==> src/rtl/bp_pkg.sv <==
// Shared helpers for the dynamic branch predictor: PC field extraction
// and direction-counter constants derived from the counter width.
package bp_pkg;

    // Table index: PC bits [idx_w+1:2]
    function automatic logic [63:0] bp_index(input logic [63:0] pc, input int unsigned idx_w);
        return (pc >> 2) & ((64'd1 << idx_w) - 64'd1);
    endfunction

    // Partial tag: PC bits [idx_w+tag_bits+1:idx_w+2]
    function automatic logic [63:0] bp_tag(input logic [63:0] pc, input int unsigned idx_w,
                                           input int unsigned tag_bits);
        return (pc >> (idx_w + 2)) & ((64'd1 << tag_bits) - 64'd1);
    endfunction

    // Weakly not-taken
    function automatic int unsigned bp_wnt(input int unsigned cnt_bits);
        return (32'd1 << (cnt_bits - 1)) - 32'd1;
    endfunction

    // Weakly taken
    function automatic int unsigned bp_wt(input int unsigned cnt_bits);
        return bp_wnt(cnt_bits) + 32'd1;
    endfunction

    // Strongly taken (saturation ceiling)
    function automatic int unsigned bp_max(input int unsigned cnt_bits);
        return (32'd1 << cnt_bits) - 32'd1;
    endfunction

endpackage

==> src/rtl/bp_sat_counter.sv <==
// Saturating up/down next-value logic for one direction counter.
module bp_sat_counter
    import bp_pkg::*;
#(
    parameter int unsigned CNT_BITS = 2
) (
    input  logic [CNT_BITS-1:0] cur_i,
    input  logic                taken_i,
    output logic [CNT_BITS-1:0] nxt_o
);

    localparam logic [CNT_BITS-1:0] CNT_MAX = CNT_BITS'(bp_max(CNT_BITS));

    // Step toward taken/not-taken, holding at the rails
    always_comb begin
        nxt_o = cur_i;
        if (taken_i) begin
            if (cur_i != CNT_MAX) nxt_o = cur_i + CNT_BITS'(1);
        end else begin
            if (cur_i != '0) nxt_o = cur_i - CNT_BITS'(1);
        end
    end

endmodule

==> src/rtl/branch_predictor.sv <==
// Tagged direction/target predictor: zero-latency lookup for IF,
// resolved-branch update and mispredict flush request from ID,
// plus saturating branch/mispredict statistics.
module branch_predictor
    import bp_pkg::*;
#(
    parameter int unsigned ENTRIES  = 16,
    parameter int unsigned CNT_BITS = 2,
    parameter int unsigned TAG_BITS = 8,
    parameter int unsigned ADDR_W   = 32
) (
    input  logic              clk_i,
    input  logic              rst_i,
    input  logic              start_i,
    input  logic [ADDR_W-1:0] lookup_pc_i,
    output logic              pred_taken_o,
    output logic              pred_hit_o,
    output logic [ADDR_W-1:0] pred_target_o,
    input  logic              upd_valid_i,
    input  logic [ADDR_W-1:0] upd_pc_i,
    input  logic              upd_taken_i,
    input  logic [ADDR_W-1:0] upd_target_i,
    input  logic              upd_pred_taken_i,
    input  logic [ADDR_W-1:0] upd_pred_target_i,
    output logic              mispredict_o,
    output logic [31:0]       branch_cnt_o,
    output logic [31:0]       mispred_cnt_o
);

    localparam int unsigned IDX_W = $clog2(ENTRIES);
    localparam logic [CNT_BITS-1:0] CNT_WNT = CNT_BITS'(bp_wnt(CNT_BITS));
    localparam logic [CNT_BITS-1:0] CNT_WT  = CNT_BITS'(bp_wt(CNT_BITS));

    typedef struct packed {
        logic                valid;
        logic [TAG_BITS-1:0] tag;
        logic [ADDR_W-1:0]   target;
        logic [CNT_BITS-1:0] cnt;
    } entry_t;

    entry_t table_q [ENTRIES];

    logic [IDX_W-1:0]    lk_idx;
    logic [TAG_BITS-1:0] lk_tag;
    entry_t              lk_ent;

    logic [IDX_W-1:0]    upd_idx;
    logic [TAG_BITS-1:0] upd_tag;
    entry_t              upd_ent;
    logic                upd_en;
    logic                upd_hit;
    logic [CNT_BITS-1:0] cnt_nxt;
    entry_t              entry_d;

    logic [31:0] branch_cnt_q, branch_cnt_d;
    logic [31:0] mispred_cnt_q, mispred_cnt_d;

    assign lk_idx  = IDX_W'(bp_index(64'(lookup_pc_i), IDX_W));
    assign lk_tag  = TAG_BITS'(bp_tag(64'(lookup_pc_i), IDX_W, TAG_BITS));
    assign upd_idx = IDX_W'(bp_index(64'(upd_pc_i), IDX_W));
    assign upd_tag = TAG_BITS'(bp_tag(64'(upd_pc_i), IDX_W, TAG_BITS));

    assign lk_ent  = table_q[lk_idx];
    assign upd_ent = table_q[upd_idx];
    assign upd_en  = upd_valid_i & start_i;
    assign upd_hit = upd_ent.valid & (upd_ent.tag == upd_tag);

    // Lookup: hit needs run enable, valid entry and tag match; fall through to pc+4
    always_comb begin
        pred_hit_o    = start_i & lk_ent.valid & (lk_ent.tag == lk_tag);
        pred_taken_o  = pred_hit_o & lk_ent.cnt[CNT_BITS-1];
        pred_target_o = pred_taken_o ? lk_ent.target : lookup_pc_i + ADDR_W'(4);
    end

    // Direction or target disagreement between prediction and resolution
    always_comb begin
        mispredict_o = upd_en &
                       ((upd_taken_i != upd_pred_taken_i) |
                        (upd_taken_i & upd_pred_taken_i & (upd_target_i != upd_pred_target_i)));
    end

    bp_sat_counter #(
        .CNT_BITS (CNT_BITS)
    ) u_sat_counter (
        .cur_i   (upd_ent.cnt),
        .taken_i (upd_taken_i),
        .nxt_o   (cnt_nxt)
    );

    // New contents of the updated entry: train on hit, reallocate on miss
    always_comb begin
        entry_d = upd_ent;
        if (upd_hit) begin
            entry_d.cnt = cnt_nxt;
            if (upd_taken_i) entry_d.target = upd_target_i;
        end else begin
            entry_d.valid  = 1'b1;
            entry_d.tag    = upd_tag;
            entry_d.target = upd_target_i;
            entry_d.cnt    = upd_taken_i ? CNT_WT : CNT_WNT;
        end
    end

    // Table storage; reset takes priority over a same-cycle update
    always_ff @(posedge clk_i) begin
        if (rst_i) begin
            for (int unsigned i = 0; i < ENTRIES; i++) begin
                table_q[i] <= '{valid: 1'b0, tag: '0, target: '0, cnt: CNT_WNT};
            end
        end else if (upd_en) begin
            table_q[upd_idx] <= entry_d;
        end
    end

    // Saturating statistics next-state
    always_comb begin
        branch_cnt_d  = branch_cnt_q;
        mispred_cnt_d = mispred_cnt_q;
        if (upd_en && (branch_cnt_q != '1))   branch_cnt_d  = branch_cnt_q + 32'd1;
        if (mispredict_o && (mispred_cnt_q != '1)) mispred_cnt_d = mispred_cnt_q + 32'd1;
    end

    // Statistics registers
    always_ff @(posedge clk_i) begin
        if (rst_i) begin
            branch_cnt_q  <= '0;
            mispred_cnt_q <= '0;
        end else begin
            branch_cnt_q  <= branch_cnt_d;
            mispred_cnt_q <= mispred_cnt_d;
        end
    end

    assign branch_cnt_o  = branch_cnt_q;
    assign mispred_cnt_o = mispred_cnt_q;

endmodule

==> config.mk <==
export PLATFORM = sky130hd
export DESIGN_NAME = branch_predictor
export DESIGN_NICKNAME = d
export VERILOG_FILES = /design/src/rtl/bp_pkg.sv /design/src/rtl/bp_sat_counter.sv /design/src/rtl/branch_predictor.sv
export SDC_FILE = /design/constraint.sdc
export NUM_CORES = 2
export LEC_CHECK = 0
export CAP_MARGIN = 20
export CORE_MARGIN = 2
export CORE_UTILIZATION = 60
export DETAILED_ROUTE_END_ITERATION = 10
export PLACE_DENSITY_LB_ADDON = 0.25
export SLEW_MARGIN = 40
export SYNTH_ARGS = -nofsm -noshare
export SYNTH_HDL_FRONTEND = slang
export SYNTH_SLANG_ARGS = --single-unit
==> constraint.sdc <==
create_clock -name clk_i -period 5.3 [get_ports clk_i]
set_input_delay 1.06 -clock clk_i [delete_from_list [all_inputs] [get_ports clk_i]]
set_output_delay 1.06 -clock clk_i [all_outputs]
set_load 0.1 [all_outputs]
Yosys cells after proc, flatten, opt, wreduce, memory -nomap -nowiden
Memory sizes are Yosys's and may differ from the RTL's.
Index checks and enable logic that the tools add are counted.
Widths: inputs -> output; s select.
- add/subtract/negate cells: 5
- bitwise gates (word level): 9
- reductions and logical operators: 4
- equality and inequality tests: 7
- multiplexer cells: 16
- operators by type and width (kind ; number):
    $add 32x1->32 const B ; 2
    $mux 32 ; 2
    $ne 32x32->1 const B ; 2
    $mux 43 ; 1
    $reduce_or 43->1 ; 1
    $mux 34 ; 1
    $add 32x3->32 const B ; 1
    $ne 32x32->1 ; 1
    $eq 8x8->1 ; 2
    $mux 9 ; 1
    $and 1x1->1 ; 8
    $mux 2 ; 4
    $mux 1 ; 6
    $mux 4 ; 1
    $add 2x1->2 const B ; 1
    $logic_and 1x1->1 ; 2
    $ne 2x2->1 const B ; 1
    $reduce_bool 2->1 ; 1
    $sub 2x1->2 const B ; 1
    $ne 1x1->1 ; 1
    $or 1x1->1 ; 1
- logic and storage cells: 44
- output and inout port bits: 99
- memories kept: 1
- bits of input ports: 134
- register bits: 64
- memory bits (writable): 688
- memory list (memory ; words ; bits a word ; read ports ; clocked after Yosys merged registers in ; write ports ; RTL line ; text):
    table_q ; 16 ; 43 ; 2 ; 0 ; 16 ; branch_predictor.sv:41 ; entry_t table_q [ENTRIES];

Longest topological paths before layout
- depth after elaboration: 6
- depth in mapped cells: 13
- mapped depth without buffers: 9

Cells and area by module
A second synthesis with hierarchy kept.
- cell total of the unflattened synthesis: 2732
- area total of the unflattened synthesis: 39789.4 µm²
- by module, submodules not included (module ; times used ; area an instance (µm²) ; cells an instance):
    branch_predictor ; 1 ; 39763.1 ; 2729
    bp_sat_counter ; 1 ; 26.3 ; 3

Worst setup path after synthesis
No wires, ideal clock.
- kind: in2out
- start: input lookup_pc_i[3]
- end: output pred_hit_o
- data required time: 4240 ps
- stages on the path: 10
- setup slack: -786 ps
- data arrival time: 5026 ps
- path through: buf_2 buf_2 clkbuf_1 mux4_2 and2_1 a211oi_1 a21oi_1 xnor2_1 nand2_1 nor3_1
- word-level cells in the longest chain between the ends: 3
- elaborated cells on any way between the ends: 4
- classes of those cells: eq/ne (1); bitwise (2); memory (1)
- RTL lines (what ; RTL line ; text):
    from (decl) ; branch_predictor.sv:15 ; input logic [ADDR_W-1:0] lookup_pc_i,
    $mem_v2 16x43 * ; -- ;
    $eq 8x8->1 or $and 1x1->1 (tied branches) ; branch_predictor.sv:70 ; pred_hit_o = start_i & lk_ent.valid & (lk_ent.tag == lk_tag);
    $and 1x1->1 * ; branch_predictor.sv:70 ;
    to (decl) ; branch_predictor.sv:17 ; output logic pred_hit_o,
Every way passes the cells marked *; elsewhere a longest branch is shown, timed or not.

Final worst setup path
- start: input lookup_pc_i[3]
- end: output pred_target_o[27]
- word-level cells in the longest chain between the ends: 5
- elaborated cells on any way between the ends: 7
- classes of those cells: add/sub (1); eq/ne (1); mux (1); bitwise (3); memory (1)
- RTL lines (what ; RTL line ; text):
    $mem_v2 16x43 ; -- ;
    $eq 8x8->1 or $and 1x1->1 (tied branches) ; branch_predictor.sv:70 ;
    $and 1x1->1 ; branch_predictor.sv:70 ;
    $and 1x1->1 ; branch_predictor.sv:71 ; pred_taken_o = pred_hit_o & lk_ent.cnt[CNT_BITS-1];
    $mux 32 * ; branch_predictor.sv:72 ; pred_target_o = pred_taken_o ? lk_ent.target : lookup_pc_i + ADDR_W'(4);
    to (decl) ; branch_predictor.sv:18 ; output logic [ADDR_W-1:0] pred_target_o,
Marks and branches as above.

==> metrics <==
status completed; fin crit share approximately 99%; clk root buf clkbuf_16; H-tree levels 3; Avg Synthesized Cell Area 14.2 um^2; clock sinks roughly 750; DRT Pass-1 Iters 6; Routed WL per cell around 32 um; post-route ant nets 0; Most common cell on crit path buf_12; Layout Cells excl Fill about 4000; I/O pin count 233; port bufs approximately 210; hpwl dp approximately 75000 um; fmax about 190 MHz; fin nets between 3000 and 4000; min-delay src mispred_cnt_o[22]; GRT Util Overall 38.1%; dpl cells 3783; slowest CP cell or4_4; Finished Core Util 70.6%; filler instances about 4200; R2R cell count 10; vias per cell between 7 and 8; minimum clock period roughly 5.2 ns; slew margin rel. 41.2%; Setup Viol. Count Final 0; commonest non-fill, non-tap cell in the layout edfxtp_1; largest net degree at the start of global routing 71; post-synthesis xor/xnor area fraction approximately 2.2%; # Max-Cap Violations 0; row cnt 94; post-synth cell types 66; ys async rst share 0%; vias in the first global route around 29000; flop2flop setup slack 1.52 ns; die width 261 um; number of synthesized flops with an enable pin roughly 690; clk slew on worst S/H paths about 0.060 ns; Vias between 20000 and 30000; share of layout cells above drive strength 1 between 20 and 30%; post-synthesis compound-gate area fraction about 1.9%; first-pass GRT wire length between 150000 and 200000 um; Mapped Cells ~2800; DP Worst Slack -0.229 ns; power per cell area 305 nW/um^2; clock buffer depth 3; Starting Density 60.3%; most frequent cells in the layout edfxtp_1 (688), nor2_1 (607), mux4_2 (388), buf_4 (149), clkdlybuf4s50_1 (104); growth of design area from synthesis to finish 17.1%; Leakage about 16 nW; Core Box Area approximately 66000 um^2; worst hold path class reg -> reg; Worst Skew 0.0310 ns; total CTS buffers a little under 80; Syn Std Cell Area about 39000 um^2; final hold violation count 0; sequential area share after synthesis between 50% and 60%; Warnings, synthesis 0; simple-gate area share of the yosys netlist a little under an eighth; final worst slack 0.0597 ns; initial antenna violation count 5; worst skew pair latency between 0.6 and 0.7 ns; crit path DAT 4.18 ns; placer congestion estimate 0.977; DR iter-0 viols roughly 4000; Critical Path Sink Type output pin; reg-to-reg critical path endpoint table_q[13][27]; largest family of logic cells by synthesized area multiplexers; WS Path Type in -> out; Setup crit start lookup_pc_i[3]; CTS hold repair buffers 0; Worst setup endpoint pred_target_o[27]; critical path fanouts, max 6; Setup crit start kind input pin; Die H about 260 um; TritonCTS clock tree built; Worst Path Required 4.24 ns; grt ovf 0; adder-cell share of the synthesized area less than 1%; CP max stage delay approximately 0.55 ns; worst r2r src table_q[10][37]; final wirelength 127000 um; Mapped Nets approximately 3000; Peak supply drop between 0.0002 and 0.0003 V; Primary FF master, synth edfxtp_1; die area just under 70000 um^2; DR DRC count 0; mux share of post-synthesis cell area 25.6%; setup TNS 0 ns; slew at the pin closest to its max-slew limit approximately 0.88 ns; Pins Over Slew Limit 0; Synth Register Bits about 750; CP Cell Sequence buf_16, buf_12, mux4_2, mux2i_2, buf_4, o22a_1, a31oi_1, or4_4, nor4b_4, buf_6, buf_8, buf_12, mux2_4, buf_12
[flip-flops by register name, indices dropped and copies added (netlist names)]
register       cells
branch_cnt_o      32
mispred_cnt_o     32
table_q          688
[worst min path at each step]
stage | end | slack [ns] | depth (start not counted)
after floorplan | mispred_cnt_o[31] | 0.94 | 2
after global placement | branch_cnt_o[13] | 0.48 | 2
after detailed placement | mispred_cnt_o[10] | 0.50 | 2
after CTS | mispred_cnt_o[10] | 0.51 | 2
after global routing | mispred_cnt_o[31] | 0.53 | 2
final | mispred_cnt_o[22] | 0.51 | 2
[routing by layer]
layer	vias up	GRT usage, %	wire length (um)
met5	-	0	57
met3	563	10.9	17900
met1	13995	48.3	41000
li1	11159	-	-
met4	10	20.9	8180
met2	2376	60.0	60300
[per-stage QoR]
stage | hold WS (ns) | area [um^2] | total power [W]
finish | 0.512 | 46200 | 0.0141
global route | 0.529 | 46200 | 0.0144
CTS | 0.508 | 46000 | 0.0140
detailed placement | 0.500 | 43300 | 0.00889
global placement | 0.484 | 43600 | 0.00883
floorplan | 0.942 | 39500 | 0.00816
[area by class of cell]
type / count / area, um^2 / share of cell area (%)
Inverter: 38 / 144 / 0.311
Antenna cell: 2 / 5.00 / 0.0108
Clock buffer: 101 / 2070 / 4.48
Sequential cell: 752 / 21900 / 47.5
Multi-Input combinational cell: 1751 / 16700 / 36.0
Tap cell: 864 / 1080 / 2.34
Clock inverter: 41 / 303 / 0.655
Timing Repair Buffer: 397 / 4020 / 8.70
[synthesized netlist by cell type, drive strengths merged (2+ instances only)]
cell type,count,area (um^2)
nand2b,2,12.5
mux4,388,8740
mux2i,92,925
nand4,31,194
clkinv,2,7.51
or3,27,169
or4,6,45.0
ha,4,50.1
o221ai,2,17.5
nand2,100,375
a22oi,14,110
xnor2,70,613
nor2,607,2280
clkbuf,134,503
a31oi,3,18.8
a211oi,3,22.5
nor4b,4,50.1
a222oi,2,20.0
and3,102,638
a22o,2,17.5
mux2,40,450
o31ai,5,42.5
o21ai,27,135
a21oi,35,175
o22ai,4,25.0
and4,10,87.6
o41ai,2,17.5
nand3,47,235
nor4,8,77.6
buf,108,537
dfxtp,64,1280
edfxtp,688,20700
nand3b,2,15.0
nor3,10,50.1
inv,36,135
xor2,29,254
nor2b,14,87.6
a21o,4,30.0
o211ai,2,15.0
and2,39,244
[worst max-delay path: cells and delay by family]
family / cells / cell delay [ns]
AND/OR/NAND/NOR: 2 / 0.82
buffers and inverters: 7 / 1.04
multiplexers: 3 / 1.04
AO/OA/AOI/OAI: 2 / 0.21
[where the power goes]
group	internal [W]	leakage, nW	total [W]	switching, W
combinational	0.000889	8.04	0.00195	0.00106
sequential	0.00676	7.08	0.00692	0.000160
clock	0.00287	1.16	0.00521	0.00234
total	0.0105	16.3	0.0141	0.00356
[timing repair]
item | CTS | global route
gates cloned | 2 | 2
resized for setup | 47 | 16
setup buffers | 7 | 8
pin swaps | 4 | 7
setup endpoints to repair | 33 | 32
[cells by family (layout without fill, tap and decap cells)]
family	Yosys count	count (layout)
and+or+nand+nor	1011	1011
muxes	520	520
other	0	2
xor gates and xnor gates	99	99
adders and majority gates	4	4
DFF	752	752
buffers and inverters	280	577
AOI/OAI and AO/OA	117	117
Power figures use the tool's default switching activity.
